==> src/rtl/ex_stage.sv <==
// Execute stage of a 5-stage RV32 pipeline. Owns the EX/MEM register.
// Single-cycle ALU for codes 0-10, iterative restoring divider for 11-14.
// Divides by zero and the signed overflow case complete in one cycle.
module ex_stage #(
    parameter int XLEN     = 32,
    parameter int DIV_BITS = 1
) (
    input  logic            clock,
    input  logic            reset,
    input  logic            flush,
    input  logic            id_valid,
    input  logic [1:0]      wb_ctl,
    input  logic [2:0]      m_ctl,
    input  logic            alusrc,
    input  logic [4:0]      alu_ctl,
    input  logic [XLEN-1:0] rdata1,
    input  logic [XLEN-1:0] rdata2,
    input  logic [XLEN-1:0] imm,
    input  logic [4:0]      rd,
    output logic            ex_stall,
    output logic [1:0]      wb_ctlout,
    output logic            branch,
    output logic            memread,
    output logic            memwrite,
    output logic            zero,
    output logic [XLEN-1:0] alu_result,
    output logic [XLEN-1:0] rdata2out,
    output logic [4:0]      five_bit_muxout
);

    localparam int STEPS = XLEN / DIV_BITS;
    localparam int CW    = $clog2(STEPS + 1);
    localparam int SW    = $clog2(XLEN);
    localparam logic [CW-1:0]   LAST  = CW'(STEPS - 1);
    localparam logic [XLEN-1:0] ONES  = {XLEN{1'b1}};
    localparam logic [XLEN-1:0] MINV  = {1'b1, {(XLEN-1){1'b0}}};
    localparam logic [XLEN-1:0] ZEROV = {XLEN{1'b0}};

    typedef enum logic [1:0] {
        S_IDLE = 2'd0,
        S_DIV  = 2'd1,
        S_DONE = 2'd2
    } state_t;

    state_t state_q, state_d;
    logic [CW-1:0]   cnt_q, cnt_d;
    logic [XLEN-1:0] rem_q, rem_d, quo_q, quo_d, dvs_q, dvs_d;
    logic            q_neg_q, q_neg_d, r_neg_q, r_neg_d, rem_sel_q, rem_sel_d;
    logic [1:0]      hwb_q, hwb_d;
    logic [2:0]      hm_q, hm_d;
    logic [4:0]      hrd_q, hrd_d;
    logic [XLEN-1:0] hst_q, hst_d;
    logic [1:0]      wb_ctlout_q, wb_ctlout_d;
    logic [2:0]      m_out_q, m_out_d;
    logic            zero_q, zero_d;
    logic [XLEN-1:0] alu_result_q, alu_result_d, rdata2out_q, rdata2out_d;
    logic [4:0]      rd_out_q, rd_out_d;

    logic [XLEN-1:0] op_b_s, alu_res_s, abs_a_s, abs_b_s, done_res_s;
    logic [XLEN-1:0] step_quo_s, step_rem_s;
    logic [XLEN:0]   rem_t_s;
    logic            is_div_s, signed_op_s, div_zero_s, div_ovf_s, accept_s;
    logic            a_neg_s, b_neg_s;

    assign op_b_s      = alusrc ? imm : rdata2;
    assign is_div_s    = (alu_ctl >= 5'd11) && (alu_ctl <= 5'd14);
    assign signed_op_s = (alu_ctl == 5'd11) || (alu_ctl == 5'd13);
    assign div_zero_s  = (op_b_s == ZEROV);
    assign div_ovf_s   = signed_op_s && (rdata1 == MINV) && (op_b_s == ONES);
    assign a_neg_s     = signed_op_s && rdata1[XLEN-1];
    assign b_neg_s     = signed_op_s && op_b_s[XLEN-1];
    assign abs_a_s     = a_neg_s ? (ZEROV - rdata1) : rdata1;
    assign abs_b_s     = b_neg_s ? (ZEROV - op_b_s) : op_b_s;
    // Only a regular divide (not zero divisor, not overflow) enters the FSM.
    assign accept_s    = (state_q == S_IDLE) && id_valid && is_div_s && !flush
                         && !div_zero_s && !div_ovf_s;

    // Single-cycle ALU result, including the special-case divides.
    always_comb begin
        alu_res_s = ZEROV;
        case (alu_ctl)
            5'd0:    alu_res_s = rdata1 + op_b_s;
            5'd1:    alu_res_s = rdata1 - op_b_s;
            5'd2:    alu_res_s = rdata1 & op_b_s;
            5'd3:    alu_res_s = rdata1 | op_b_s;
            5'd4:    alu_res_s = rdata1 ^ op_b_s;
            5'd5:    alu_res_s = rdata1 << op_b_s[SW-1:0];
            5'd6:    alu_res_s = rdata1 >> op_b_s[SW-1:0];
            5'd7:    alu_res_s = $unsigned($signed(rdata1) >>> op_b_s[SW-1:0]);
            5'd8:    alu_res_s = {{(XLEN-1){1'b0}}, ($signed(rdata1) < $signed(op_b_s))};
            5'd9:    alu_res_s = {{(XLEN-1){1'b0}}, (rdata1 < op_b_s)};
            5'd10:   alu_res_s = rdata1 * op_b_s;
            5'd11:   alu_res_s = div_zero_s ? ONES : (div_ovf_s ? MINV : ZEROV);
            5'd12:   alu_res_s = div_zero_s ? ONES : ZEROV;
            5'd13:   alu_res_s = div_zero_s ? rdata1 : ZEROV;
            5'd14:   alu_res_s = div_zero_s ? rdata1 : ZEROV;
            default: alu_res_s = ZEROV;
        endcase
    end

    // One restoring-division step retiring DIV_BITS quotient bits.
    always_comb begin
        rem_t_s    = {1'b0, rem_q};
        step_quo_s = quo_q;
        for (int i = 0; i < DIV_BITS; i++) begin
            rem_t_s    = {rem_t_s[XLEN-1:0], step_quo_s[XLEN-1]};
            step_quo_s = {step_quo_s[XLEN-2:0], 1'b0};
            if (rem_t_s >= {1'b0, dvs_q}) begin
                rem_t_s       = rem_t_s - {1'b0, dvs_q};
                step_quo_s[0] = 1'b1;
            end else begin
                step_quo_s[0] = 1'b0;
            end
        end
        step_rem_s = rem_t_s[XLEN-1:0];
    end

    // Sign fix-up of the finished division and quotient/remainder select.
    always_comb begin
        if (rem_sel_q) begin
            done_res_s = r_neg_q ? (ZEROV - rem_q) : rem_q;
        end else begin
            done_res_s = q_neg_q ? (ZEROV - quo_q) : quo_q;
        end
    end

    // Divider FSM next state: flush always returns to IDLE.
    always_comb begin
        state_d = state_q;
        if (flush) begin
            state_d = S_IDLE;
        end else begin
            case (state_q)
                S_IDLE:  state_d = accept_s ? S_DIV : S_IDLE;
                S_DIV:   state_d = (cnt_q == LAST) ? S_DONE : S_DIV;
                S_DONE:  state_d = S_IDLE;
                default: state_d = S_IDLE;
            endcase
        end
    end

    // Stall output: high on acceptance and through every divide step.
    always_comb begin
        ex_stall = accept_s || (state_q == S_DIV);
    end

    // Divider datapath and EX/MEM register next values (bubble by default).
    always_comb begin
        cnt_d = cnt_q;  rem_d = rem_q;  quo_d = quo_q;  dvs_d = dvs_q;
        q_neg_d = q_neg_q;  r_neg_d = r_neg_q;  rem_sel_d = rem_sel_q;
        hwb_d = hwb_q;  hm_d = hm_q;  hrd_d = hrd_q;  hst_d = hst_q;
        wb_ctlout_d  = 2'b00;
        m_out_d      = 3'b000;
        alu_result_d = ZEROV;
        zero_d       = 1'b1;
        rdata2out_d  = rdata2;
        rd_out_d     = rd;
        if (flush) begin
            cnt_d = {CW{1'b0}};
        end else begin
            case (state_q)
                S_IDLE: begin
                    if (accept_s) begin
                        cnt_d     = {CW{1'b0}};
                        rem_d     = ZEROV;
                        quo_d     = abs_a_s;
                        dvs_d     = abs_b_s;
                        q_neg_d   = a_neg_s ^ b_neg_s;
                        r_neg_d   = a_neg_s;
                        rem_sel_d = (alu_ctl == 5'd13) || (alu_ctl == 5'd14);
                        hwb_d     = wb_ctl;
                        hm_d      = m_ctl;
                        hrd_d     = rd;
                        hst_d     = rdata2;
                    end else if (id_valid) begin
                        wb_ctlout_d  = wb_ctl;
                        m_out_d      = m_ctl;
                        alu_result_d = alu_res_s;
                        zero_d       = (alu_res_s == ZEROV);
                    end else begin
                        zero_d = 1'b1;
                    end
                end
                S_DIV: begin
                    rem_d = step_rem_s;
                    quo_d = step_quo_s;
                    cnt_d = cnt_q + CW'(1);
                end
                S_DONE: begin
                    wb_ctlout_d  = hwb_q;
                    m_out_d      = hm_q;
                    alu_result_d = done_res_s;
                    zero_d       = (done_res_s == ZEROV);
                    rdata2out_d  = hst_q;
                    rd_out_d     = hrd_q;
                end
                default: begin
                    cnt_d = {CW{1'b0}};
                end
            endcase
        end
    end

    // State, divider and EX/MEM registers with synchronous reset.
    always_ff @(posedge clock) begin
        if (reset) begin
            state_q <= S_IDLE;  cnt_q <= {CW{1'b0}};
            rem_q <= ZEROV;  quo_q <= ZEROV;  dvs_q <= ZEROV;
            q_neg_q <= 1'b0;  r_neg_q <= 1'b0;  rem_sel_q <= 1'b0;
            hwb_q <= 2'b00;  hm_q <= 3'b000;  hrd_q <= 5'd0;  hst_q <= ZEROV;
            wb_ctlout_q <= 2'b00;  m_out_q <= 3'b000;  zero_q <= 1'b0;
            alu_result_q <= ZEROV;  rdata2out_q <= ZEROV;  rd_out_q <= 5'd0;
        end else begin
            state_q <= state_d;  cnt_q <= cnt_d;
            rem_q <= rem_d;  quo_q <= quo_d;  dvs_q <= dvs_d;
            q_neg_q <= q_neg_d;  r_neg_q <= r_neg_d;  rem_sel_q <= rem_sel_d;
            hwb_q <= hwb_d;  hm_q <= hm_d;  hrd_q <= hrd_d;  hst_q <= hst_d;
            wb_ctlout_q <= wb_ctlout_d;  m_out_q <= m_out_d;  zero_q <= zero_d;
            alu_result_q <= alu_result_d;  rdata2out_q <= rdata2out_d;
            rd_out_q <= rd_out_d;
        end
    end

    assign wb_ctlout       = wb_ctlout_q;
    assign branch          = m_out_q[2];
    assign memread         = m_out_q[1];
    assign memwrite        = m_out_q[0];
    assign zero            = zero_q;
    assign alu_result      = alu_result_q;
    assign rdata2out       = rdata2out_q;
    assign five_bit_muxout = rd_out_q;

endmodule

==> config.mk <==
export PLATFORM = sky130hd
export DESIGN_NAME = ex_stage
export DESIGN_NICKNAME = d
export VERILOG_FILES = /design/src/rtl/ex_stage.sv
export SDC_FILE = /design/constraint.sdc
export NUM_CORES = 2
export LEC_CHECK = 0
export BUFFER_PORTS_ARGS = -buffer_cell sky130_fd_sc_hd__clkbuf_2
export CAP_MARGIN = 20
export CORE_UTILIZATION = 65
export DETAILED_ROUTE_END_ITERATION = 7
export HOLD_SLACK_MARGIN = 0.1
export PLACE_DENSITY = 0.84
export SKIP_LAST_GASP = 1
export SLEW_MARGIN = 30
export SYNTH_ARGS = -nofsm -noshare
export SYNTH_HDL_FRONTEND = slang
export SYNTH_SLANG_ARGS = --single-unit
==> constraint.sdc <==
create_clock -name clock -period 30.2 [get_ports clock]
set_clock_uncertainty 0.2 [all_clocks]
set_input_delay 6.04 -clock clock [delete_from_list [all_inputs] [get_ports clock]]
set_output_delay 6.04 -clock clock [all_outputs]
set_load 0.1 [all_outputs]
==> results.yml <==
detailed_routing:
  post_drt_wl_per_cell_um: 30.4
  drtIter0Drc: 6573
  dr.pass1.iters: 8
  num_vias: 41000
  postRouteAntennaNets: 0
  avgViaCountPerCell: 7.20
  wl_um: 173000
  route.detailed.drc: 51
yosys:
  synth-edff-count: 0
  dominantRegCellSynth: "dfxtp_1"
  syn_inst: 4901
  synthesis.nets: 5686
  seq_area_frac_synth: 0.117
  yosys.area.top_type: "fa_1"
  synth_top_area_frac: 0.215
  synth_warnings: 0
  syn_area_mm2: 0.0383
  async_flop_share: 0
  yosysUniqueCellTypes: 92
  syn_avg_cell_area_um2: 7.82
  synth_area_leaders: "fa_1 21%, dfxtp_1 12%, ha_1 8.4%"
  synth-seq-cells: 224
sta:
  finalCritPeriodShare: 0.551
  worst_pin_slew_ns: 1.01
  hold_viol_final: 0
  max_freq_ghz: 0.0601
  setup_viol: 0
  drv_slew: 0
  fin_crit_ns: 16.64
  max_slew_margin: 0.323
  fin_tns_setup_ns: 0
  hold_ws_ns: 0.246
  rsz0062_at_grt: "no"
status:
  status: "complete, but fails checks"
  failed_checks: "design-rule violations"
setup_path:
  path_max_fanout: 62
  max_stage_delay_ns: 0.74
  cp.arrival_ns: 10.40
  crit_chain: "buf_4, mux2i_4, buf_4, inv_2, nand4_1, nor4_1, nand4_1, nand2_4, nand2_1, clkbuf_2"
  worstRegToRegCells: 12
  reg2reg_from: "rem_q[6]"
  critPathLaunchType: "input pin"
  path_buf_inv: 4
  end_kind: "output port"
  path_class: "in2out"
  crit_family: "buffers and inverters"
  required_ns: 23.96
  slowest_stage: "buf_4"
  worstReg2RegEnd: "zero"
  r2r_slack_ns: 25.72
hold_path:
  hold_path_depth: 2
  min-delay-start: "hst_q[31]"
  hold_class: "reg2reg"
  min_to: "rdata2out[31]"
layout:
  final_util: 0.703
  final_layout_size_suffix_gt1_frac: 0.103
  layout_commonest_cell: "nor2_1"
  layout_common_cells: "739 x nor2_1, 501 x inv_1, 490 x nand2_1, 411 x fa_1, 295 x a21oi_1"
  syn2layout_area_growth_pct: 6.34
  nets: 5684
grt:
  busiest_layer: "met2"
  grt_overflow: 0
  grt_util_met3: 0.293
  grt_first_pass_wirelength_um: 251000
  track_usage: 0.568
  grtUsageMet1: 0.694
  grt_max_degree: 83
  antenna_found_initial: 8
  grt_pass1_vias: 38700
  met2_usage: 0.772
clocking:
  clk_latency_ns: 0.55
  root_buffer: "clkbuf_16"
  cts_buffers: 22
  post_cts_resized: 0
  post_cts_buffers: 0
  htreeDepth: 1
  ctsHoldBuffers: 0
  cts_tree: "done"
  cts_sinks: 224
  cts.reportedPaths.clkPinSlew_ns: 0.07
  cts_buffer_depth: 3
job:
  maxCapViolCount: 0
die:
  pin_count: 192
  die-width_um: 245
  die_h_um: 245
  initial_core_util: 0.661
  fp-row-count: 88
  core_mm2: 0.0580
  die_area_mm2: 0.0600
placement:
  dp_hpwl_um: 126000
  gp_congestion: 1.18
  portBuffers: 191
## cell usage after synthesis (all sizes together) (28+ instances only)
master / n
nand2: 492
a21o: 47
buf: 64
inv: 508
mux4: 64
o21ai: 210
o31ai: 48
mux2i: 149
clkbuf: 271
xor2: 62
xnor2: 182
a211oi: 74
a21oi: 295
nor2: 744
a31oi: 44
or3: 28
fa: 411
nor4: 44
ha: 258
o211ai: 40
a22oi: 53
nand2b: 35
nand3: 62
dfxtp: 224
nand4: 44
nor3: 88
## final cells by class
class	instances	area, um2
Clock inverter	11	133
Multi-Input combinational cell	3818	30700
Sequential cell	224	4490
Tap cell	765	957
Inverter	523	1960
Timing Repair Buffer	310	1850
Fill cell	4623	17200
Antenna cell	12	30.0
Clock buffer	27	609
## cells by family after synthesis
kind of cell,share of synthesized area
buffers and inverters,0.0874
AOI/OAI and AO/OA,0.175
xor gates and xnor gates,0.0563
adders and majority gates,0.299
and+or+nand+nor,0.187
DFF,0.117
muxes,0.0789
## per-layer routing
metal | wire length [um] | part of all wire | up-vias
li1 | - | - | 16600
met1 | 58600 | 0.34 | 19300
met2 | 66600 | 0.39 | 3881
met3 | 31400 | 0.18 | 1165
met4 | 15900 | 0.092 | 14
met5 | 222 | 0.0013 | -
## flip-flops by register name, indices dropped and copies added, names as in the netlist
signal	flops
hwb_q	2
rem_q	32
alu_result	32
q_neg_q	1
m_out_q	3
five_bit_muxout	5
hst_q	32
r_neg_q	1
state_q	2
wb_ctlout	2
dvs_q	32
hm_q	3
rdata2out	32
rem_sel_q	1
quo_q	32
cnt_q	6
hrd_q	5
zero	1
## worst max path at each step
| stage | startpoint | cells after the start | endpoint | slack [ns] |
|---|---|---|---|---|
| 6_report | alusrc | 10 | ex_stall | 13.56 |
| 3_5_place_dp | alusrc | 10 | ex_stall | 13.90 |
| 2_1_floorplan | alusrc | 20 | ex_stall | 13.46 |
| 4_1_cts | alusrc | 10 | ex_stall | 13.88 |
| 3_3_place_gp | alusrc | 10 | ex_stall | 13.94 |
| 5_1_grt | rdata1[10] | 11 | ex_stall | 13.60 |
## worst register-to-register path, stage by stage (launching register included)
cell      delay (ns)
dfxtp_1         0.41
or3_4           0.43
or3_4           0.37
or4_4           0.53
or4_4           0.47
or3_4           0.36
or4_4           0.45
o31ai_1         0.25
xor2_1          0.21
a21oi_1         0.16
nor3_2          0.16
nand3_1         0.13
a221oi_2        0.27
## per-stage QoR
step	instances	cell area (um2)	worst slack, ns
floorplan	4901	38300	13.46
global placement	5640	40000	13.94
detailed placement	5640	40000	13.90
CTS	5678	40700	13.88
global route	5678	40800	13.60
finish	5690	40800	13.56
Power is not shown: default switching activity piles up to over one toggle a cycle in this logic, so the estimate is an artifact.
